**src/rtl/gray_read_arbiter.sv**
```systemverilog
`default_nettype none
// ============================================================================
// Module   : gray_read_arbiter
// Function : Round-robin sharing of the host grayscale read port between two
//            read engines, with in-order return routing. Define GRAY_ARB_LOCK_EN
//            to let a port hold the grant across a window fetch.
// Revision : 1.0  initial release
// ============================================================================
module gray_read_arbiter #(
    parameter int AW       = 14,
    parameter int DW       = 8,
    parameter int DATA_LAT = 1,
    parameter int MAX_LOCK = 9
) (
    input  logic          clk,
    input  logic          reset,
    input  logic          gray_ready,
    output logic [AW-1:0] gray_addr,
    output logic          gray_req,
    input  logic [DW-1:0] gray_data,
    input  logic          req0,
    input  logic          req1,
    input  logic [AW-1:0] addr0,
    input  logic [AW-1:0] addr1,
    input  logic          lock0,
    input  logic          lock1,
    output logic          gnt0,
    output logic          gnt1,
    output logic          rvalid0,
    output logic          rvalid1,
    output logic [DW-1:0] rdata,
    output logic          busy
);

    localparam logic [1:0] ST_WAIT_RDY = 2'd0;
    localparam logic [1:0] ST_RUN      = 2'd1;
    localparam logic [1:0] ST_DRAIN    = 2'd2;

    logic [1:0]          state_q, state_d;
    logic                last_gnt_q, last_gnt_d;
    logic                issue_port_q, issue_port_d;
    logic                gray_req_q, gray_req_d;
    logic [AW-1:0]       gray_addr_q, gray_addr_d;
    logic                gnt0_q, gnt0_d;
    logic                gnt1_q, gnt1_d;
    logic                rvalid0_q, rvalid0_d;
    logic                rvalid1_q, rvalid1_d;
    logic [DW-1:0]       rdata_q, rdata_d;
    logic [DATA_LAT-1:0] tag_vld_q, tag_vld_d;
    logic [DATA_LAT-1:0] tag_port_q, tag_port_d;

    logic w_hold;
    logic w_win;
    logic w_issue;
    logic w_pipe_empty;
    logic w_ret_vld;
    logic w_ret_port;

`ifdef GRAY_ARB_LOCK_EN
    localparam logic [3:0] LOCK_MAX = 4'(MAX_LOCK);

    logic [3:0] lock_cnt_q, lock_cnt_d;
    logic       w_lock_last;
    logic       w_req_last;
    logic       w_lock_win;

    // The previous owner keeps priority only while its locked run is below the cap.
    always_comb begin
        w_lock_last = last_gnt_q ? lock1 : lock0;
        w_req_last  = last_gnt_q ? req1  : req0;
        w_hold      = w_req_last & w_lock_last & (lock_cnt_q != 4'd0) & (lock_cnt_q < LOCK_MAX);
    end

    always_comb begin
        w_lock_win = w_win ? lock1 : lock0;
        lock_cnt_d = lock_cnt_q;
        if (w_issue) begin
            if (!w_lock_win)
                lock_cnt_d = 4'd0;
            else if (lock_cnt_q == 4'd0)
                lock_cnt_d = 4'd1;
            else if (w_win != last_gnt_q)
                lock_cnt_d = 4'd0;
            else if (lock_cnt_q < LOCK_MAX)
                lock_cnt_d = lock_cnt_q + 4'd1;
        end else if (!w_lock_last) begin
            lock_cnt_d = 4'd0;
        end
    end

    always_ff @(posedge clk or negedge reset) begin
        if (!reset)
            lock_cnt_q <= 4'd0;
        else
            lock_cnt_q <= lock_cnt_d;
    end
`else
    logic w_unused_lock;

    assign w_hold        = 1'b0;
    assign w_unused_lock = lock0 | lock1 | (MAX_LOCK == 0);
`endif

    always_comb begin
        w_win        = (req0 & req1) ? (w_hold ? last_gnt_q : ~last_gnt_q) : req1;
        w_issue      = (state_q == ST_RUN) & gray_ready & (req0 | req1);
        w_pipe_empty = ~gray_req_q & ~(|tag_vld_q);
        w_ret_vld    = tag_vld_q[DATA_LAT-1];
        w_ret_port   = tag_port_q[DATA_LAT-1];
    end

    always_comb begin
        state_d = state_q;
        case (state_q)
            ST_WAIT_RDY: if (gray_ready) state_d = ST_RUN;
            ST_RUN:      if (!gray_ready) state_d = ST_DRAIN;
            ST_DRAIN: begin
                if (gray_ready)
                    state_d = ST_RUN;
                else if (w_pipe_empty)
                    state_d = ST_WAIT_RDY;
            end
            default:     state_d = ST_WAIT_RDY;
        endcase
    end

    always_comb begin
        gray_req_d   = w_issue;
        gnt0_d       = w_issue & ~w_win;
        gnt1_d       = w_issue & w_win;
        gray_addr_d  = w_issue ? (w_win ? addr1 : addr0) : gray_addr_q;
        issue_port_d = w_issue ? w_win : issue_port_q;
        last_gnt_d   = w_issue ? w_win : last_gnt_q;
        rvalid0_d    = w_ret_vld & ~w_ret_port;
        rvalid1_d    = w_ret_vld & w_ret_port;
        rdata_d      = w_ret_vld ? gray_data : rdata_q;
    end

    // The issue register is the first tag stage; the pipe adds DATA_LAT more.
    generate
        if (DATA_LAT == 1) begin : g_tag_single
            always_comb begin
                tag_vld_d  = gray_req_q;
                tag_port_d = issue_port_q;
            end
        end else begin : g_tag_shift
            always_comb begin
                tag_vld_d  = {tag_vld_q[DATA_LAT-2:0], gray_req_q};
                tag_port_d = {tag_port_q[DATA_LAT-2:0], issue_port_q};
            end
        end
    endgenerate

    always_ff @(posedge clk or negedge reset) begin
        if (!reset) begin
            state_q      <= ST_WAIT_RDY;
            last_gnt_q   <= 1'b1;
            issue_port_q <= 1'b0;
            gray_req_q   <= 1'b0;
            gray_addr_q  <= '0;
            gnt0_q       <= 1'b0;
            gnt1_q       <= 1'b0;
            rvalid0_q    <= 1'b0;
            rvalid1_q    <= 1'b0;
            rdata_q      <= '0;
            tag_vld_q    <= '0;
            tag_port_q   <= '0;
        end else begin
            state_q      <= state_d;
            last_gnt_q   <= last_gnt_d;
            issue_port_q <= issue_port_d;
            gray_req_q   <= gray_req_d;
            gray_addr_q  <= gray_addr_d;
            gnt0_q       <= gnt0_d;
            gnt1_q       <= gnt1_d;
            rvalid0_q    <= rvalid0_d;
            rvalid1_q    <= rvalid1_d;
            rdata_q      <= rdata_d;
            tag_vld_q    <= tag_vld_d;
            tag_port_q   <= tag_port_d;
        end
    end

    assign gray_req  = gray_req_q;
    assign gray_addr = gray_addr_q;
    assign gnt0      = gnt0_q;
    assign gnt1      = gnt1_q;
    assign rvalid0   = rvalid0_q;
    assign rvalid1   = rvalid1_q;
    assign rdata     = rdata_q;
    assign busy      = gray_req_q | (|tag_vld_q);

endmodule
`default_nettype wire

```
**config.mk**
```make
export PLATFORM = sky130hd
export DESIGN_NAME = gray_read_arbiter
export DESIGN_NICKNAME = d
export VERILOG_FILES = /design/src/rtl/gray_read_arbiter.sv
export SDC_FILE = /design/constraint.sdc
export NUM_CORES = 1
export LEC_CHECK = 0
export BUFFER_PORTS_ARGS = -buffer_cell sky130_fd_sc_hd__clkbuf_2
export CAP_MARGIN = 15
export CELL_PAD_IN_SITES_DETAIL_PLACEMENT = 0
export CELL_PAD_IN_SITES_GLOBAL_PLACEMENT = 1
export CORE_MARGIN = 2
export CORE_UTILIZATION = 30
export DETAILED_ROUTE_END_ITERATION = 16
export GPL_TIMING_DRIVEN = 0
export PLACE_DENSITY = 0.75
export SYNTH_ARGS = -nofsm -noshare
export SYNTH_HDL_FRONTEND = slang
export SYNTH_SLANG_ARGS = --single-unit
```
**constraint.sdc**
```tcl
create_clock -name clk -period 1.37 [get_ports clk]
set_input_delay 0.274 -clock clk [delete_from_list [all_inputs] [get_ports clk]]
set_output_delay 0.274 -clock clk [all_outputs]
set_load 0.05 [all_outputs]
```
==> metrics <==
failing checks=setup timing; CP bufs+invs=1; Post-Syn Instances=106; Rel. slew slack=45.3%; asr flop ratio synth=100%; top-count cell post-synth=dfrtp_1; worst hold margin=0.0772 ns; H-tree levels=2; Slowest-stage cell, CP=dfrtp_1; fin crit period=1.42 ns; clk_lat worst skew=0.28 ns; TritonCTS clock tree=yes; die width=71.5 microns; Unique masters post-synth=23; Reg clk slew, reported paths=0.07 ns; share of cells above drive strength 1=57.6%; CP delay by family, top=compound AO/OA/AOI/OAI gates; Hold Crit Class=input pin to async pin; CTS Sinks=33; unrepaired setup endpoints after global routing=yes; critical path type=flip-flop to flip-flop; syn avg cell area=12.9 sq um; Fin. Hold Viols=0; worst reg2reg setup slack=-0.05 ns; # setup viols final=9; Pre-antenna DRT Iters=4; #FFs+latches synth=33; Placed Area=1770 sq um; LEAKAGE=1.02 nW; WL per Instance=14.7 microns; Post-synth EDFFs=0; Filler cells=410; CP Max Fanout=8; Placer Congestion=0.776; reg2reg start=state_q[1]; final core utilization=45.7%; worst-margin pin slew=0.820 ns; met2 usage=26.1%; Worst Reg-to-Reg Cells=4; fin nets=233; share of the synthesized area in the top cell type=58.7%; Area growth, synth to finish=45.7%; Overflow after GRT=0; max frequency=706 MHz; DR vias=1170; number of CTS-inserted buffers=5; crit-path cells=nand3b_4 -> o21bai_4 -> buf_6 -> a221o_1; CTS Hold Buffers Added=0; pin count of the biggest net entering global routing=34; critical path startpoint category=flip-flop; worst path arrival time=1.59 ns; Critical Path Sink Type=flip-flop; vias in the first global route=1278; Synth Cell Area=1370 sq um; worst endpoint required time=1.54 ns; YS warnings=0; total track usage=14.9%; Main synth FF type=dfrtp_1; pwr dens=1610 nW/um^2; Crit path largest cell delay=0.42 ns; Period Utilization, post-route=103%; Post-synth top cells=dfrtp_1, nand2_1, a221o_1, nor3_1, mux2_2; syn_nets=149; vias per inst=4.81; VDD IR-drop max=0.452 mV; reg2reg end=gray_addr[8]; final instance area=1990 sq um; I/O Buffers=67; DR DRC count=0; CTS root buffer=clkbuf_8; initial DRC count=51; status=finished, violations left; Synth area leader=dfrtp_1; core area=4350 sq um; effective utilization at floorplan=31.4%; clk_skew=0.00718 ns; die extent in y=71.5 microns; post-synthesis sequential area ratio=60.6%; grt met1 use=17.2%; DP HPWL=2480 microns; GR peak layer=met2; # rows=24; Post-Route WL=3570 microns; first-pass GRT wire length=5850 microns; die area=5110 sq um; Clock Path Buffers=2; Top Ports=71; dominant cells by area after synthesis=dfrtp_1, a221o_1, mux2_2; initial antenna violation count=0; setup ws final=-0.0462 ns; antenna-violating nets left=0; Slew Limit Fails=0; antenna cell count=0; met3 Usage GRT=2.95%; max_cap viols=0
## what timing repair did
action,4_1_cts,5_1_grt
hold endpoints to repair,0,0
buffers inserted,11,0
setup endpoints to repair,12,16
gates cloned,0,0
pin swaps,8,8
gates resized for setup,7,10
## placed cells by master (no fill, tap or decap), types with 2 or more instances in the layout
master and count:
a21o_1 2, nand2_1 15, buf_6 5, clkbuf_1 3, clkbuf_8 5, clkinv_2 2, a221o_1 14, nor3_2 7
clkbuf_2 66, buf_4 9, mux2_2 8, nor3_1 7, dfrtp_1 32
## sequential cells by signal (all words and copies together), names as in the netlist
name / cells
rvalid0: 1
issue_port_q: 1
gnt1: 1
gray_req: 1
state_q: 2
tag_vld_q: 1
rdata: 8
rvalid1: 1
tag_port_q: 1
last_gnt_q: 1
gnt0: 1
gray_addr: 14
## per-layer routing
layer / routed length (microns) / share of wire, %
met3: 228 / 6.4
met5: 0 / 0
met4: 61 / 1.7
met1: 1480 / 41
met2: 1810 / 51
## cells by family (layout without fill, tap and decap cells)
group	count (synthesis)	count (layout)	synth area share (%)
multiplexers	8	8	6.60
flip-flops	33	33	60.6
buffers and inverters	8	93	3.48
AND/OR/NAND/NOR	37	37	14.2
AO/OA/AOI/OAI	20	20	15.1
## metrics by stage
| stage | total power [mW] | TNS (ns) | std cells | worst slack, ns |
|---|---|---|---|---|
| after global routing | 3.35 | -0.644 | 243 | -0.0682 |
| final | 3.19 | -0.201 | 243 | -0.0462 |
| after global placement | 2.43 | -0.628 | 225 | -0.0777 |
| after detailed placement | 2.46 | -0.874 | 225 | -0.118 |
| after floorplan | 2.14 | 0 | 106 | 0.0196 |
| after CTS | 3.21 | -0.0247 | 244 | -0.00666 |
## cell type report
type	instances	area, sq um	share of cell area [%]
plain buffers	6	42.5	2.14
clock buffers	6	72.6	3.65
clock inverters	2	10.0	0.503
inverters	1	3.75	0.189
multi-input cells	65	529	26.6
flip-flops and latches	33	827	41.6
well taps	52	65.1	3.27
repair buffers	78	439	22.1
## worst max-delay path by stage
stage / slack (ns) / cells past startpoint / from / end
2_1_floorplan: 0.02 / 4 / state_q[1] / gray_addr[3]
3_3_place_gp: -0.08 / 4 / state_q[1] / gray_addr[6]
3_5_place_dp: -0.12 / 4 / state_q[1] / gray_addr[9]
4_1_cts: -0.007 / 4 / state_q[1] / gray_addr[0]
5_1_grt: -0.07 / 4 / state_q[1] / gray_addr[7]
6_report: -0.05 / 4 / state_q[1] / gray_addr[8]
## where the power goes
group	switching [mW]	internal, mW
Clock	0.351	0.352
Sequential	0.107	1.17
Combinational	0.849	0.364
Power figures use the tool's default switching activity.
